`src/rtl/l_shl_seq_pkg.sv`:
```
// Shared constants for the sequential G.729 L_shl block: state codes,
// saturation bounds and the shift-count clip helper.
package l_shl_seq_pkg;

    localparam logic [1:0] ST_IDLE = 2'd0;
    localparam logic [1:0] ST_SHL  = 2'd1;
    localparam logic [1:0] ST_SHR  = 2'd2;
    localparam logic [1:0] ST_DONE = 2'd3;

    localparam logic [31:0] MAX_32 = 32'h7FFF_FFFF;
    localparam logic [31:0] MIN_32 = 32'h8000_0000;

    // One more left shift from outside this window would overflow Q31.
    localparam logic [31:0] SAT_HI = 32'h3FFF_FFFF;
    localparam logic [31:0] SAT_LO = 32'hC000_0000;

    localparam int SHIFT_LIMIT = 31;

    // Magnitude of the shift count, clipped to 31; widened first so -32768 cannot wrap.
    function automatic logic [4:0] clip_count(input logic [15:0] var2);
        logic signed [16:0] wide;
        logic signed [16:0] mag;
        wide = $signed({var2[15], var2});
        mag  = (wide > 17'sd0) ? wide : -wide;
        if (mag > 17'(SHIFT_LIMIT))
            return 5'(SHIFT_LIMIT);
        return mag[4:0];
    endfunction

endpackage

```
`src/rtl/l_shl_seq.sv`:
```
// Bit-serial G.729 L_shl: shifts a Q31 operand one bit per clock with
// saturation on left shifts and sign-filling right shifts.
//
// state   | meaning
// IDLE    | waiting for ready; accept loads operand and count
// SHL     | left shift one bit per edge, saturate early on overflow
// SHR     | arithmetic right shift one bit per edge
// DONE_ST | done high for this cycle; ready ignored
module l_shl_seq
    import l_shl_seq_pkg::*;
(
    input  logic        clk,
    input  logic        reset,
    input  logic [31:0] var1,
    input  logic [15:0] var2,
    input  logic        ready,
    output logic [31:0] result,
    output logic        overflow,
    output logic        done,
    output logic        busy
);

    logic [1:0]  state;
    logic [4:0]  count;
    logic [31:0] work;

    always_ff @(posedge clk or negedge reset) begin
        if (!reset) begin
            state    <= ST_IDLE;
            count    <= 5'd0;
            work     <= 32'd0;
            result   <= 32'd0;
            overflow <= 1'b0;
            done     <= 1'b0;
        end else begin
            case (state)
                ST_IDLE: begin
                    if (ready) begin
                        work     <= var1;
                        overflow <= 1'b0;
                        count    <= clip_count(var2);
                        state    <= ($signed(var2) > 16'sd0) ? ST_SHL : ST_SHR;
                    end
                end
                ST_SHL: begin
                    if (count == 5'd0) begin
                        result <= work;
                        done   <= 1'b1;
                        state  <= ST_DONE;
                    end else if ($signed(work) > $signed(SAT_HI)) begin
                        result   <= MAX_32;
                        overflow <= 1'b1;
                        done     <= 1'b1;
                        state    <= ST_DONE;
                    end else if ($signed(work) < $signed(SAT_LO)) begin
                        result   <= MIN_32;
                        overflow <= 1'b1;
                        done     <= 1'b1;
                        state    <= ST_DONE;
                    end else begin
                        work  <= {work[30:0], 1'b0};
                        count <= count - 5'd1;
                    end
                end
                ST_SHR: begin
                    if (count == 5'd0) begin
                        result <= work;
                        done   <= 1'b1;
                        state  <= ST_DONE;
                    end else begin
                        work  <= {work[31], work[31:1]};
                        count <= count - 5'd1;
                    end
                end
                ST_DONE: begin
                    done  <= 1'b0;
                    state <= ST_IDLE;
                end
                default: begin
                    done  <= 1'b0;
                    state <= ST_IDLE;
                end
            endcase
        end
    end

    assign busy = (state != ST_IDLE);

endmodule

```
`config.mk`:
```
export PLATFORM = sky130hd
export DESIGN_NAME = l_shl_seq
export DESIGN_NICKNAME = d
export VERILOG_FILES = /design/src/rtl/l_shl_seq_pkg.sv /design/src/rtl/l_shl_seq.sv
export SDC_FILE = /design/constraint.sdc
export NUM_CORES = 1
export LEC_CHECK = 0
export CORE_ASPECT_RATIO = 2
export CORE_MARGIN = 4
export CORE_UTILIZATION = 50
export DETAILED_ROUTE_END_ITERATION = 6
export PLACE_DENSITY = 0.8
export REMOVE_ABC_BUFFERS = 1
export SLEW_MARGIN = 20
export SYNTH_ARGS = -nofsm -noshare
export SYNTH_HDL_FRONTEND = slang
export SYNTH_SLANG_ARGS = --single-unit
```
`constraint.sdc`:
```
create_clock -name clk -period 3.1 [get_ports clk]
set_input_delay 0.31 -clock clk [delete_from_list [all_inputs] [get_ports clk]]
set_output_delay 0.31 -clock clk [all_outputs]
set_load 0.01 [all_outputs]
```
==> reports/results.ini, run 1 <==
[run_status]
status = complete, no violations

[synth]
synth-edff-count = 0
avgSynthCellArea_um2 = 8.30
synth_area_um2 = 4090
yosysTopAreaCell = dfrtp_1
synthFlopType = dfrtp_1
synthArstFlopShare_pct = 100
synth.top_cells.by_area = dfrtp_1 45%, o21ai_0 11%, nand2_1 9.5%
synth_top_area_share_pct = 44.7
yosys_warnings = 0
yosysSeqAreaShare_pct = 44.7
synthDistinctLibCells = 42
synth_seq_cells = 73
synthCells = 492

[place]
hpwl_mm = 7.60
placed_cell_area_um2 = 5010
gp_congestion = 0.873
place_inst = 644
io_buffers = 85

[layout]
design_area_um2 = 5280
utilization_pct = 66.5
antenna_cells = 0
synthToLayoutAreaGrowth_pct = 29.2
layout.nets = 619
layoutNonFillerInstCount = 658
drive_above_1_share_pct = 6.41

[floorplanning]
rows = 46
io_pins = 86
die_h_um = 136
die_w_um = 71.9
start_util_pct = 51.4
fp.coreArea_um2 = 7940
dieArea_um2 = 9770

[critical_path]
rr_startpoint = state[0]
path_class = in2reg
critPathArrivalTime_ns = 2.70
cp-end-kind = flop
cp.required_ns = 3.27
worstPathMaxFanout = 6
cp-start-kind = input pin
startpoint = var2[0]

[grt]
grt_pass1_wl_mm = 17.6
grt_pass1_vias = 3871
grt_max_degree = 74
grtUsageTotal_pct = 22.7
overflow = 0
antenna_found_initial = 0

[timing]
finalHoldViolCount = 0
rsz0062_at_grt = false
final.period_utilization_pct = 81.5
max_clock_freq_ghz = 0.396
finalClockSkew_ns = 0.00248
layout_min_cycle_time_ns = 2.53
setup_viol = 0
slew_headroom_pct = 37.7
finalMaxSlewViolations = 0
tightestPinTransition_ns = 0.934

[clock_tree]
clkTransAtPathRegs_ns = 0.05
cts_tree = built
numCtsBuffers = 9
insertion_delay_ns = 0.33
htreeDepth = 3
cts.sinks = 73
hold_buffers = 0
cts_resized = 0
cts-root-buf = clkbuf_16
clk_path_buf_depth = 2
post_cts_buffers = 0

[detailed_routing]
drt_iter0_markers = 326
drtAntennaViolNets = 0
detail_route.first_pass.iterations = 5
viasPerCell = 5.90
post-route-drc-count = 0
vias = 3882
wl_mm = 10.9
wl_per_cell_um = 16.5

[pwr]
combPwrFrac_pct = 53.1
clockPowerShare_pct = 16.2
switching_share_pct = 45.0
internal_power_mw = 3.17
seqPwrFrac_pct = 30.7
switching_power_mw = 2.60
irDropWorstVdd_uv = 963
p_leak_nw = 2.20
pwr_density_cell_nw_per_um2 = 1090

[run]
drv_cap = 0

[min_path]
min_path_type = in2async

final cells by class:
| cell class | count | area [um2] |
|---|---|---|
| Fill cell | 677 | 2660 |
| Multi-Input combinational cell | 368 | 2090 |
| Sequential cell | 73 | 1830 |
| Timing Repair Buffer | 93 | 921 |
| Clock buffer | 14 | 264 |
| Tap cell | 96 | 120 |
| Inverter | 14 | 52.6 |
registers in the layout, summed over array words and instances (netlist names):
signal,flops
count,5
done,1
overflow,1
state,2
work,32
result,32
worst max-delay path, stage by stage:
cell and delay [ns]:
clkdlybuf4s50_1 0.45, inv_1 0.10, ha_1 0.23, nor4b_4 0.39, a32oi_1 0.19, o221ai_1 0.30, a32oi_2 0.12, nor4_4 0.46
a222oi_1 0.15
through the flow:
stage	setup slack, ns	total power [mW]	hold WS, ns	setup TNS, ns
after floorplan	-0.859	3.71	0.0144	-50.86
after global placement	0.382	4.67	0.459	0
after detailed placement	0.260	4.83	0.469	0
after CTS	0.606	5.79	0.150	0
after global routing	0.443	6.26	0.189	0
final	0.574	5.76	0.112	0
routing by layer:
layer  vias to the layer above  track usage, %  wire length (um)  part of all wire [%]
met5                         -               0                 0                     0
met4                         0            11.8               396                   3.6
met3                        26            3.92               532                   4.9
met2                       127            41.4              5990                    55
met1                      1854            24.3              3960                    36
li1                       1875               -                 -                     -
cell usage in the layout, fill, tap and decap left out, types with 3 or more instances in the layout:
| master | n |
|---|---|
| a31oi_1 | 3 |
| nand3_1 | 7 |
| a22oi_1 | 32 |
| nand2_1 | 103 |
| clkbuf_1 | 3 |
| clkdlybuf4s50_1 | 84 |
| inv_1 | 14 |
| clkbuf_16 | 9 |
| nor2b_1 | 4 |
| dfrtp_1 | 73 |
| o211ai_1 | 3 |
| nor3_1 | 8 |
| ha_1 | 8 |
| o21ai_0 | 93 |
| o21ai_1 | 9 |
| a21oi_1 | 41 |
| mux2i_1 | 5 |
| xnor2_1 | 3 |
| nor2_1 | 16 |
| buf_4 | 8 |
kinds of logic after synthesis:
kind of cell / after synthesis / synth area share [%]
AOI/OAI and AO/OA: 198 / 28.2
buffers and inverters: 51 / 4.81
muxes: 6 / 1.50
xor gates and xnor gates: 4 / 0.858
adders and majority gates: 9 / 2.76
DFF: 73 / 44.7
and+or+nand+nor: 151 / 17.2
synth_stat cells, drive strengths merged (3+ instances only):
cell type  count
inv           14
or2            3
a22oi         32
xnor2          3
nand3          7
nor3           8
a32oi          3
buf            8
nand2        103
a31oi          3
nor2b          4
o21ai        103
nor2          16
clkbuf        29
ha             9
o211ai         3
a21oi         42
mux2i          5
dfrtp         73
power groups by stage:
stage | combinational, mW | clock [mW] | sequential [mW]
CTS | 3.08 | 0.946 | 1.76
global placement | 2.92 | 0 | 1.76
detailed placement | 3.05 | 0 | 1.78
global route | 3.44 | 0.988 | 1.82
finish | 3.06 | 0.935 | 1.77
floorplan | 1.96 | 0 | 1.75
final timing paths:
path                               to  slack (ns)  cells past startpoint
setup / recovery             count[2]        0.57                      9
max in group asynchronous  result[24]        2.37                      1
min in group clk           result[20]        0.47                      2
hold / removal              result[7]        0.11                      1
hold reg to reg            result[20]        0.47                      2
setup reg to reg             count[2]        0.65                      8
(Power assumes the default switching activity.)
==> inputs of run 2 (changes only) <==
--- a/config.mk
+++ b/config.mk
@@ -7,9 +7,9 @@
 export LEC_CHECK = 0
 export CORE_ASPECT_RATIO = 2
 export CORE_MARGIN = 4
-export CORE_UTILIZATION = 50
+export CORE_UTILIZATION = 47
 export DETAILED_ROUTE_END_ITERATION = 6
-export PLACE_DENSITY = 0.8
+export PLACE_DENSITY = 0.78
 export REMOVE_ABC_BUFFERS = 1
 export SLEW_MARGIN = 20
 export SYNTH_ARGS = -nofsm -noshare
==> constraint.sdc (replaced) <==
create_clock -name clk -period 2.1 [get_ports clk]
set_input_delay 0.21 -clock clk [delete_from_list [all_inputs] [get_ports clk]]
set_output_delay 0.21 -clock clk [all_outputs]
set_load 0.01 [all_outputs]
==> run 2 against run 1 <==
Critical path depth down 1. Count of clock-buffer cells in the layout is the same. Combinational power is 59% higher. Core utilization up 0.69 points.
==> reports/results.ini, run 2 (same netlist as run 1, synthesis figures left out) <==
[critical_path]
cp-start-kind = input pin
critPathArrivalTime_ns = 2.22  ; -0.48 ns
worstPathMaxFanout = 5  ; -1
slowest_delay_ns = 0.47  ; about the same
cp-end-kind = flop
cp_cell_sequence = clkdlybuf4s50_1 > nor4_4 > buf_4 > nand4_1 > mux2i_1 > a32oi_2 > nor4_4 > a222oi_1
path_class = in2reg
rr_startpoint = count[0]
cp.required_ns = 2.27  ; -1.00 ns
startpoint = var2[5]
cp_slowest_cell = clkdlybuf4s50_1
cp_common_cell = nor4_4

[layout]
drive_above_1_share_pct = 13.7  ; +7.3 points
layoutNonFillerInstCount = 702  ; +6.7%
utilization_pct = 67.1  ; +0.69 points
synthToLayoutAreaGrowth_pct = 38.2
layout.nets = 661  ; +6.8%
final_cell_mix = 103 x nand2_1, 93 x o21ai_0, 78 x clkdlybuf4s50_1
design_area_um2 = 5650  ; +7.0%
antenna_cells = 0  ; unchanged
largestRegisters = result: 32 flops, work: 32 flops, count: 5 flops
final_common_cell = nand2_1

[detailed_routing]
post-route-drc-count = 0  ; unchanged
drtAntennaViolNets = 0  ; unchanged
vias = 4045  ; +4.2%
drt_iter0_markers = 343  ; +5.2%
wl_per_cell_um = 16.3  ; -1.3%
viasPerCell = 5.76  ; -2.3%
detail_route.first_pass.iterations = 5  ; unchanged
wl_mm = 11.5  ; +5.4%

[place]
hpwl_mm = 7.90  ; +3.9%
place_inst = 681  ; +5.7%
placed_cell_area_um2 = 5280  ; +5.3%
gp_congestion = 0.819  ; -6.2%
io_buffers = 85  ; unchanged

[timing]
finalMaxSlewViolations = 0  ; unchanged
hold_ws_ns = 0.0112  ; -0.101 ns
setup_viol = 0  ; unchanged
slew_headroom_pct = 35.8  ; -1.9 points
finalClockSkew_ns = 0.00366  ; +0.00119 ns
rsz0062_at_grt = true
finalHoldViolCount = 0  ; unchanged
max_clock_freq_ghz = 0.489
layout_min_cycle_time_ns = 2.05
final.period_utilization_pct = 97.4
setup_tns_ns = 0  ; unchanged
tightestPinTransition_ns = 0.963  ; +0.0292 ns

[floorplanning]
start_util_pct = 48.6  ; -2.9 points
dieArea_um2 = 10300  ; +5.8%
fp.coreArea_um2 = 8410  ; +5.9%
die_w_um = 73.9  ; +2.8%
io_pins = 86  ; unchanged
die_h_um = 140  ; +3.0%
rows = 47  ; +2.2%

[grt]
grt_pass1_vias = 4042  ; +4.4%
grtUsageTotal_pct = 22.8  ; +0.097 points
grt_pass1_wl_mm = 18.6  ; +5.7%
antenna_found_initial = 0  ; unchanged
grt_max_degree = 74  ; unchanged
overflow = 0  ; unchanged

[pwr]
pwr_density_cell_nw_per_um2 = 1560  ; +43%
switching_power_mw = 3.89  ; +50%
internal_power_mw = 4.95  ; +56%
p_leak_nw = 2.46  ; +12%
combPwrFrac_pct = 55.1  ; +2.0 points
irDropWorstVdd_uv = 1470  ; +52%
seqPwrFrac_pct = 29.2  ; -1.5 points
clockPowerShare_pct = 15.7  ; -0.5 points
switching_share_pct = 44.0  ; -1.0 points

[clock_tree]
cts-root-buf = clkbuf_16
cts_tree = built
clk_path_buf_depth = 2  ; unchanged
insertion_delay_ns = 0.33  ; about the same
numCtsBuffers = 9  ; unchanged
htreeDepth = 3  ; unchanged
hold_buffers = 0  ; unchanged
clkTransAtPathRegs_ns = 0.05  ; about the same
cts.sinks = 73  ; unchanged

[min_path]
min_path_type = in2async

[run_status]
status = complete, no violations

[run]
drv_cap = 0  ; unchanged

run 2: final timing paths:
check	to	slack (ns)	cells past startpoint
max	count[3]	0.05	8
min	result[0]	0.01	1
max reg2reg	result[25]	0.10	9
min reg2reg	result[15]	0.47	2
max in group asynchronous	result[22]	1.44	1
min in group clk	count[0]	0.39	5
run 2: metal layers:
layer / track usage (%) / up-vias / wire length, um
met5: 0 / - / 0
met1: 24.4 / 1909 / 4170
met3: 4.26 / 32 / 529
met2: 40.4 / 145 / 6380
li1: - / 1959 / -
met4: 12.1 / 0 / 376
run 2: cell type report:
cell class	instances	area [um2]
sequential	73	1830
tap	98	123
clock buffer	14	264
multi-input combinational	368	2120
fill	680	2760
inverter	14	52.6
timing repair buffer	135	1260
run 2: per-stage QoR:
stage	setup WS [ns]	total power, mW
after global routing	-0.0484	9.66
after CTS	0.000646	8.81
after global placement	-0.319	7.17
final	0.0541	8.83
after floorplan	-1.86	5.40
after detailed placement	-0.416	7.35
run 2: repair_timing:
item	in CTS	in global routing
gates resized for setup	3	13
endpoints found under the hold margin	0	0
setup buffers	4	3
setup endpoints to repair	4	41
pin swaps	6	6
run 2: worst max-delay path, delay by kind of cell:
kind / cells / cell delay, ns
AOI/OAI and AO/OA: 2 / 0.25
buffers and inverters: 2 / 0.65
muxes: 1 / 0.22
and+or+nand+nor: 3 / 0.89
run 2: power groups by stage:
stage	combinational [mW]	clock [mW]	sequential (mW)
final	4.87	1.39	2.58
after detailed placement	4.76	0	2.59
after global placement	4.60	0	2.56
after CTS	4.83	1.42	2.57
after global routing	5.54	1.47	2.65
after floorplan	2.82	0	2.58
